[src/rtl/sync_fifo.sv]
// Single-clock FIFO: register-array storage with wrapping read/write pointers,
// an occupancy counter, registered read data and count-decoded empty/full flags.
module sync_fifo #(
  parameter int DATA_WIDTH = 4,
  parameter int DEPTH      = 16,
  parameter int ADDR_WIDTH = 4
) (
  input  logic                  clk,
  input  logic                  rst,
  input  logic [DATA_WIDTH-1:0] data_in,
  input  logic                  wt_en,
  input  logic                  rd_en,
  output logic [DATA_WIDTH-1:0] data_out,
  output logic                  mem_empty,
  output logic                  mem_full
);

  localparam logic [ADDR_WIDTH:0] FullCount = (ADDR_WIDTH+1)'(DEPTH);

  logic [DATA_WIDTH-1:0] mem_q [DEPTH];
  logic [ADDR_WIDTH-1:0] wrPtr_q, wrPtr_d;
  logic [ADDR_WIDTH-1:0] rdPtr_q, rdPtr_d;
  logic [ADDR_WIDTH:0]   count_q, count_d;
  logic [DATA_WIDTH-1:0] dataOut_q, dataOut_d;
  logic                  wrAccept;
  logic                  rdAccept;

  assign mem_empty = (count_q == '0);
  assign mem_full  = (count_q == FullCount);
  assign data_out  = dataOut_q;

  // A read frees a slot this cycle, so a full FIFO can still take a write
  // alongside it; an empty FIFO never bypasses write data to the output.
  always_comb begin
    rdAccept = rd_en && !mem_empty;
    wrAccept = wt_en && (!mem_full || rdAccept);
  end

  always_comb begin
    wrPtr_d   = wrPtr_q;
    rdPtr_d   = rdPtr_q;
    count_d   = count_q;
    dataOut_d = dataOut_q;
    if (wrAccept) begin
      wrPtr_d = wrPtr_q + 1'b1;
    end
    if (rdAccept) begin
      rdPtr_d   = rdPtr_q + 1'b1;
      dataOut_d = mem_q[rdPtr_q];
    end
    case ({wrAccept, rdAccept})
      2'b10:   count_d = count_q + 1'b1;
      2'b01:   count_d = count_q - 1'b1;
      default: count_d = count_q;
    endcase
  end

  always_ff @(posedge clk) begin
    if (rst) begin
      wrPtr_q   <= '0;
      rdPtr_q   <= '0;
      count_q   <= '0;
      dataOut_q <= '0;
    end else begin
      wrPtr_q   <= wrPtr_d;
      rdPtr_q   <= rdPtr_d;
      count_q   <= count_d;
      dataOut_q <= dataOut_d;
    end
  end

  // Storage is deliberately left uncleared by reset.
  always_ff @(posedge clk) begin
    if (!rst && wrAccept) begin
      mem_q[wrPtr_q] <= data_in;
    end
  end

endmodule

[config.mk]
export PLATFORM = sky130hd
export DESIGN_NAME = sync_fifo
export DESIGN_NICKNAME = d
export VERILOG_FILES = /design/src/rtl/sync_fifo.sv
export SDC_FILE = /design/constraint.sdc
export NUM_CORES = 1
export LEC_CHECK = 0
export CORE_AREA = 2 2 98 100
export CTS_CLUSTER_SIZE = 30
export DETAILED_ROUTE_END_ITERATION = 8
export DIE_AREA = 0 0 100 102
export GPL_ROUTABILITY_DRIVEN = 1
export PLACE_DENSITY = 0.63
export SYNTH_ARGS = -nofsm -noshare
export SYNTH_HDL_FRONTEND = slang
export SYNTH_SLANG_ARGS = --single-unit
[constraint.sdc]
create_clock -name clk -period 5.08 [get_ports clk]
set_input_delay 0.508 -clock clk [delete_from_list [all_inputs] [get_ports clk]]
set_output_delay 0.508 -clock clk [all_outputs]
set_load 0.02 [all_outputs]
; Word level (Yosys, flattened, before mapping)
; Memories as Yosys holds them, arrays and structs flattened. A register that Yosys moved wholly into a read port is not among the register bits.
; Index checks and enable logic that the tools add are counted.
[word_totals]
ramBits = 64
out_inout_bits = 6
memories = 1
reg_bits = 13
word_cells = 23
[memory_table]
columns = memory, depth, word_bits, rd, rd_ports_with_merged_regs, write_ports, line_no
row1 = mem_q, 16, 4, 1, 1, 1, 20  ; logic [DATA_WIDTH-1:0] mem_q [DEPTH];
[op_classes]
n_addsub = 4
n_eq_ne = 3
reduce_logical = 9
n_mux = 3
[ops]
columns = operator, n
row1 = 5-bit one-hot mux with 2 select lines, 1
row2 = "4-bit by 1-bit adder with 4-bit output, second input constant", 2
row3 = "5-bit by 1-bit adder with 5-bit output, second input constant", 1
row4 = "5-bit equality test, second input constant", 1
row5 = 5-bit logical NOT, 1
row6 = "5-bit by 1-bit subtractor with 5-bit output, second input constant", 1
row7 = 1-bit logical AND, 3
row8 = 1-bit logical NOT, 3
row9 = "2-bit by 1-bit equality test with 1-bit output, second input constant", 1
row10 = "2-bit equality test, second input constant", 1
row11 = 1-bit two-way mux, 2
row12 = 2-bit nonzero test, 1
row13 = 1-bit logical OR, 1

; Logic depth before layout (Yosys ltp)
; Gate-level depths: netlist of the first run.
[logic_depth]
ltp_word = 8
ltp_mapped = 8
ltp_nobuf = 8

; Worst setup path after synthesis of the first run
; OpenSTA, ideal clock, no wires.
[synth_path]
path_kind = input to register
start = in wt_en
end = reg count_q[4]
t_arrival_ps = 2431
stages = 8
path_buffers = 0
path_slack_ps = 2554
setup_time_ps = 95
cell_sequence = nand2b_1 -> a21oi_1 -> inv_1 -> fa_1 -> nand2b_1 -> a21oi_1 -> mux2_2 -> a221oi_1
[synth_via]
elab_chain_cells = 3
word_cells_on_any_way = 5
cone_classes = eq/ne (2) / mux (1) / reduce/logical (2)
[synth_rtl]
columns = element, line_no
row1 = "start, declared", 11  ; input logic wt_en,
row2 = 1-bit logical AND (*), 36  ; wrAccept = wt_en && (!mem_full || rdAccept);
row3 = 2-bit by 1-bit equality test with 1-bit output / 2-bit equality test (equally long branches), 51  ; case ({wrAccept, rdAccept})
row4 = 5-bit one-hot mux with 2 select lines / 2-bit nonzero test (equally long branches), -
row5 = "end signal, assigned", 67  ; count_q <= count_d;
row6 = "end, declared", 23  ; logic [ADDR_WIDTH:0] count_q, count_d;
; Mark *: on every way between the ends. The rest lies on a longest branch, timed or not.
; A chain may end at the register's enable or synchronous reset.

; Worst setup path after layout of the first run
[layout_path]
start = in rd_en
end = reg count_q[4]
[layout_via]
elab_chain_cells = 5
word_cells_on_any_way = 7
cone_classes = eq/ne (2) / mux (1) / reduce/logical (4)
[layout_rtl]
columns = element, line_no
row1 = "start, declared", 12  ; input logic rd_en,
row2 = 1-bit logical AND (*), 35  ; rdAccept = rd_en && !mem_empty;
row3 = 1-bit logical OR, 36
row4 = 1-bit logical AND, 36
row5 = 2-bit by 1-bit equality test with 1-bit output / 2-bit equality test (equally long branches), 51
row6 = 5-bit one-hot mux with 2 select lines / 2-bit nonzero test (equally long branches), -
; Marks and branches as above.

==> results of run 1 <==
sequential cells by signal, indices dropped and copies added, names as in the netlist:
signal	flops
mem_q	64
count_q	5
data_out	4
rdPtr_q	4
wrPtr_q	4
placed cells by master, fill, tap and decap left out, types with 2 or more instances in the layout:
cell type / instances
edfxtp_1: 64
nor2_1: 35
dfxtp_1: 17
clkdlybuf4s50_1: 13
mux4_2: 12
mux2i_1: 11
clkbuf_8: 9
nand2_1: 8
a211oi_1: 8
ha_1: 8
inv_1: 7
nand2b_1: 6
a21oi_1: 4
nor2b_1: 4
o22ai_1: 4
a22oi_1: 4
or3_1: 3
xor2_1: 3
mux2_4: 3
inv_6: 3
xnor2_1: 2
a31oi_1: 2
power by group through the flow:
stage,clock network (W),logic [W],registers [W]
floorplan,0,0.000376,0.000823
CTS,0.000499,0.000489,0.000819
global placement,0,0.000481,0.000832
detailed placement,0,0.000488,0.000833
finish,0.000487,0.000486,0.000818
global route,0.000523,0.000535,0.000827
critical path, delay by kind of cell:
| kind | cells | cell delay [ns] |
|---|---|---|
| AOI/OAI and AO/OA | 3 | 0.94 |
| buffers and inverters | 2 | 0.82 |
| adders and majority gates | 1 | 0.41 |
| muxes | 1 | 0.38 |
| and+or+nand+nor | 2 | 0.32 |
worst max path at each step:
stage | startpoint | to
2_1_floorplan | wt_en | count_q[4]$_SDFFE_PP0P_
3_3_place_gp | rd_en | count_q[4]$_SDFFE_PP0P_
3_5_place_dp | rd_en | count_q[4]$_SDFFE_PP0P_
4_1_cts | rd_en | count_q[4]$_SDFFE_PP0P_
5_1_grt | rd_en | count_q[4]$_SDFFE_PP0P_
6_report | rd_en | count_q[4]$_SDFFE_PP0P_
cells by family (layout without fill, tap and decap cells):
kind of cell             Yosys count  count (layout)  share of synthesized area, %
adder cells (fa/ha/maj)            9               9                          3.42
buffers and inverters             14              37                          1.78
AND/OR/NAND/NOR                   64              64                          8.58
XOR/XNOR                           5               5                          1.25
AO/OA/AOI/OAI                     32              32                          7.23
multiplexers                      29              29                          13.4
flip-flops                        81              81                          64.4
cell type report:
type                       count  area (µm²)  share of cell area, %
clock buffer                   9         124                   3.13
clock inverter                 7        83.8                   2.12
inverter                       7        26.3                  0.663
multi-input combinational    139        1190                   30.0
sequential                    81        2260                   57.1
tap                          111         139                   3.50
timing repair buffer          14         138                   3.47
routing by layer:
layer	vias to the layer above	wire length, µm	GRT usage [%]
met1	945	3050	18.1
li1	927	-	-
met4	0	102	4.95
met3	12	233	4.58
met5	-	0	0
met2	38	3170	23.0
stage by stage:
step	setup WS [ns]	cells	hold WS (ns)
CTS	1.95	368	0.509
floorplan	2.55	234	0.480
global placement	1.69	352	0.497
global route	1.72	368	0.530
finish	1.94	368	0.506
detailed placement	1.57	352	0.498
==> metrics.md, run 1 <==
| Metric | Value |
|---|---|
| Status | finished clean |
| Setup TNS | 0 ns |
| Switching Fraction | roughly a third |
| Cell row count | 35 |
| WP data required | between 5 and 6 ns |
| Worst hold path stage count | 2 |
| Worst skew pair latency | approximately 0.35 ns |
| Initial drt markers | 96 |
| VDD IR-drop max | 158 µV |
| Fin. Hold Viols | 0 |
| Final HPWL DP | between 4000 and 5000 µm |
| Layout area overhead | 12.7% |
| # diodes | 0 |
| DRC Markers | 0 |
| Synth warn | 0 |
| Fin util | around 44% |
| Synth top cells by count | 64 x edfxtp_1, 35 x nor2_1, 17 x dfxtp_1, 12 x mux4_2, 11 x mux2i_1 |
| Die ar. | roughly 10000 µm² |
| # H-tree levels | 3 |
| Most common cell in the netlist | edfxtp_1 |
| GRT Resource Usage Total | approximately 14% |
| Comb power frac | a little over a quarter |
| Internal | ~0.0012 W |
| Core area | just over 9000 µm² |
| Worst-Margin Slew | 0.998 ns |
| Reg2Reg Depth | 7 |
| Max Slew Vio Count | 0 |
| CTS tree | yes |
| Pre-Repair DR Iteration Count | 4 |
| Die X | about 100 µm |
| CTS resizes | 0 |
| Syn Nets | between 200 and 300 |
| Yosys top cell by area | edfxtp_1 |
| R2r setup slk | 2.24 ns |
| Min Tclk post-route | between 3 and 4 ns |
| Post-Syn Area | about 3500 µm² |
| Synthesized netlist cell count | around 230 |
| Ys flop type | edfxtp_1 |
| Hold buffers post-CTS | 0 |
| Largest net degree at the start of global routing | 24 |
| Initial core utilization | 38.6% |
| Asr flop ratio synth | 0% |
| EDFF count, synth | 64 |
| Layout cells sized above 1 | between 10% and 20% |
| Fill cell total of the finished layout | about 800 |
| Cells along the critical path | clkdlybuf4s50_1 > nand2b_1 > a21oi_1 > inv_1 > fa_1 > nand2b_1 > a21oi_1 > mux2_2 > a221oi_1 |
| Vias in the first global route | between 1500 and 2000 |
| Syn avg cell area | between 15 and 20 µm² |
| Sw power | 0.000565 W |
| Total Wirelength | about 6600 µm |
| Register area share after synthesis | approximately 64% |
| First-pass GRT wire length | between 10000 and 15000 µm |
| Crit share post-route | 61.7% |
| Synth Register Bits | slightly above 80 |
| Hold Path End | data_out[2]$_SDFFE_PP0N_ |
| I/O pin cnt | 14 |
| Die Height | approximately 100 µm |
| Reg2reg end | count_q[4]$_SDFFE_PP0P_ |
| Final nets | approximately 270 |
| Clock Path Buffers | 2 |
| Clock Power Share | a little over a quarter |
| CP max-delay cell | clkdlybuf4s50_1 |
| Final setup viols | 0 |
| Initial antenna violation count | 0 |
| Leakage power total | around 1.3 nW |
| RSZ-0062 raised after global routing | no |
| Synth top area cells | edfxtp_1 55%, dfxtp_1 9.7%, mux4_2 7.7%, nor2_1 3.7%, mux2i_1 3.1% |
| Cts bufs inserted | 9 |
| Worst Path Max Fanout | 8 |
| Critical path arrival | about 3.4 ns |
| Layout Skew | about 0.012 ns |
| DRT antenna net count | 0 |
| Overall power | 0.00179 W |
| Synth cell types | 45 |
| Per-cell routed wire length | 17.8 µm |
| Placer Congestion | a little under 0.8 |
| Hold path start | data_out[2]$_SDFFE_PP0N_ |
| Number of port buffers | 13 |
| Vias per cell | 5.22 |
| Min-Delay Path Class | reg -> reg |
| Clock Sinks | 81 |
| Worst path max stage delay | 0.71 ns |
| Startpoint types | primary input |
| Root cell of the clock tree | clkbuf_8 |
| Crit. End Element | flip-flop |
| Vias | about 1900 |
| Peak Freq | 0.319 GHz |
| Post-CTS Setup Repair Bufs | 0 |
| RR Startpoint | count_q[0]$_SDFFE_PP0P_ |
| Worst Path Class, Setup | in -> reg |
| Power per Cell Area | between 400 and 500 nW/µm² |
| Cell Area, Placed | roughly 3800 µm² |
| Overflow after GRT | 0 |
| CTS clock-pin slew for the worst setup and hold paths | ~0.09 ns |
| Relative slew margins | between 30% and 40% |
| Share of the synthesized area in the top cell type | between 50 and 60% |
| # Max-Cap Violations | 0 |
| Fin area | between 3000 and 4000 µm² |
| Seq pwr share | 45.7% |
No activity file was read; power rests on OpenSTA's default activity.
==> inputs of run 2 (changes only) <==
==> constraint.sdc (replaced) <==
create_clock -name clk -period 2.9 [get_ports clk]
set_input_delay 0.29 -clock clk [delete_from_list [all_inputs] [get_ports clk]]
set_output_delay 0.29 -clock clk [all_outputs]
set_load 0.02 [all_outputs]
==> run 2 against run 1 <==
Net effect: sequential power up 71%; largest power group unchanged; critical path type is now reg -> reg; via count up 1.2%; final area up 1.4%; critical path depth down 1.
==> metrics.md, run 2 (synthesis results as in run 1) <==
| Metric | Value |
|---|---|
| Overflow after GRT | 0 (unchanged) |
| Worst Path Max Fanout | 6 (-2) |
| Worst skew pair latency | 0.35 ns (about the same) |
| Die Height | 102 µm (unchanged) |
| Core area | 9110 µm² (unchanged) |
| Placer Congestion | 0.810 (+4.0%) |
| Layout cells sized above 1 | 17.0% (+1.5 points) |
| Commonest cells after routing, fill and taps aside | 64 x edfxtp_1, 35 x nor2_1, 17 x dfxtp_1 |
| Most common cell after layout, fill and taps aside | edfxtp_1 |
| Final nets | 276 (+2.6%) |
| Post-route non-filler standard cell count | 375 (+1.9%) |
| WP data required | 3.15 ns (-2.19 ns) |
| Fill cell total of the finished layout | 847 (+4.1%) |
| # diodes | 0 (unchanged) |
| Critical path arrival | 2.76 ns (-0.63 ns) |
| Final HPWL DP | 4490 µm (+1.1%) |
| Layout Skew | 0.0154 ns (+0.00287 ns) |
| Dpl cells | 359 (+2.0%) |
| Hold buffers post-CTS | 0 (unchanged) |
| Reg2Reg Depth | 8 (+1) |
| Max Slew Vio Count | 0 (unchanged) |
| FF/Latch Area | 2260 µm² (unchanged) |
| Pre-Repair DR Iteration Count | 4 (unchanged) |
| Peak Freq | 0.398 GHz |
| Min Tclk post-route | between 2 and 3 ns |
| Hold path start | data_out[2]$_SDFFE_PP0N_ |
| Reg2reg end | count_q[4]$_SDFFE_PP0P_ |
| Vias per cell | 5.19 (-0.69%) |
| Largest net degree at the start of global routing | 24 (unchanged) |
| Vias in the first global route | 2038 (+3.0%) |
| Crit. End Element | flip-flop |
| Layout area overhead | 14.3% |
| Post-CTS Setup Repair Bufs | 0 (unchanged) |
| Status | finished clean |
| Worst-Margin Slew | 0.634 ns (-0.364 ns) |
| Total Wirelength | 6570 µm (+0.26%) |
| Startpoint types | flip-flop |
| Reg with most FFs | mem_q |
| Min-Delay Path Class | reg -> reg |
| Initial core utilization | 38.6% (unchanged) |
| Root cell of the clock tree | clkbuf_8 |
| Fin. Hold Viols | 0 (unchanged) |
| Per-cell routed wire length | 17.5 µm (-1.6%) |
| RR Startpoint | count_q[4]$_SDFFE_PP0P_ |
| Vias | 1945 (+1.2%) |
| CTS tree | yes |
| Multi-input gate area | 1190 µm² (unchanged) |
| Initial drt markers | 84 (-13%) |
| R2r setup slk | 0.39 ns (-1.85 ns) |
| CTS clock-pin slew for the worst setup and hold paths | 0.09 ns (about the same) |
| Fin util | 44.1% (+0.62 points) |
| Clock Path Buffers | 2 (unchanged) |
| Max FFs per register | 64 (unchanged) |
| Number of port buffers | 13 (unchanged) |
| Cell row count | 35 (unchanged) |
| # H-tree levels | 3 (unchanged) |
| Final setup viols | 0 (unchanged) |
| Worst hold path stage count | 2 (unchanged) |
| Worst Path Class, Setup | reg -> reg |
| Leakage power total | 1.30 nW (+2.5%) |
| I/O pin cnt | 14 (unchanged) |
| Cts bufs inserted | 9 (unchanged) |
| Relative slew margins | 57.6% (+24 points) |
| Biggest regs | mem_q (64), count_q (5) |
| First-pass GRT wire length | 10700 µm (+0.59%) |
| Initial antenna violation count | 0 (unchanged) |
| DRC Markers | 0 (unchanged) |
| Clock Sinks | 81 (unchanged) |
| CTS resizes | 0 (unchanged) |
| Power per Cell Area | 800 nW/µm² (+77%) |
| RSZ-0062 raised after global routing | no |
| Die X | 100 µm (unchanged) |
| Crit share post-route | around 87% |
| VDD IR-drop max | 255 µV (+61%) |
| DRT antenna net count | 0 (unchanged) |
| Die ar. | 10200 µm² (unchanged) |
| Hold Path End | data_out[2]$_SDFFE_PP0N_ |
| # Max-Cap Violations | 0 (unchanged) |
| Setup TNS | 0 ns (unchanged) |
| GRT Resource Usage Total | 14.2% (+0.025 points) |
run 2: changes by cell type in the layout (fill, tap and decap cells not counted), sizes merged:
| cell | before | now |
|---|---|---|
| buf | 1 | 8 |
| inv | 11 | 7 |
| clkinvlp | 1 | 2 |
| clkbuf | 9 | 11 |
| bufinv | 1 | 2 |
run 2: routing by layer:
layer | global-route usage (%) | vias up | share of wire [%] | wire, µm
met5 | 0 | - | 0 | 0
met1 | 18.3 | 962 | 47 | 3070
met4 | 3.79 | 0 | 1.1 | 72
li1 | - | 945 | - | -
met2 | 23.4 | 33 | 47 | 3120
met3 | 4.58 | 5 | 4.7 | 306
run 2: area by class of cell:
cell class | count | share of cell area (%)
sequential | 81 | 56.3
multi-input combinational | 139 | 29.6
timing repair buffer | 21 | 4.73
tap | 111 | 3.46
clock buffer | 11 | 3.27
clock inverter | 5 | 1.99
inverter | 7 | 0.654
run 2: report_power, final:
part | internal (W) | switching, W
combinational | 0.000436 | 0.000501
sequential | 0.00133 | 0.0000666
clock | 0.000484 | 0.000396
total | 0.00225 | 0.000964
run 2: worst max-delay path by stage:
stage / start / to / slack (ns)
floorplan: count_q[4]$_SDFFE_PP0P_ / count_q[4]$_SDFFE_PP0P_ / 0.41
global placement: wt_en / count_q[4]$_SDFFE_PP0P_ / 0.38
detailed placement: wt_en / count_q[4]$_SDFFE_PP0P_ / 0.29
CTS: count_q[4]$_SDFFE_PP0P_ / count_q[4]$_SDFFE_PP0P_ / 0.37
global route: count_q[4]$_SDFFE_PP0P_ / count_q[4]$_SDFFE_PP0P_ / 0.28
finish: count_q[4]$_SDFFE_PP0P_ / count_q[4]$_SDFFE_PP0P_ / 0.39
run 2: through the flow:
step	hold slack, ns	power (W)	cell area (µm²)	worst slack, ns
2_1_floorplan	0.389	0.00210	3510	0.405
3_3_place_gp	0.497	0.00234	3810	0.376
3_5_place_dp	0.506	0.00237	3810	0.292
4_1_cts	0.517	0.00324	4020	0.368
5_1_grt	0.535	0.00338	4020	0.285
6_report	0.514	0.00321	4020	0.387
run 2: worst max-delay path, cell delays in order, from the launching register on:
cell and delay [ns]:
dfxtp_1 0.49, inv_1 0.22, a21oi_1 0.21, inv_1 0.08, fa_1 0.41, nand2b_1 0.16, a21oi_1 0.19, mux2_2 0.36
a221oi_1 0.29
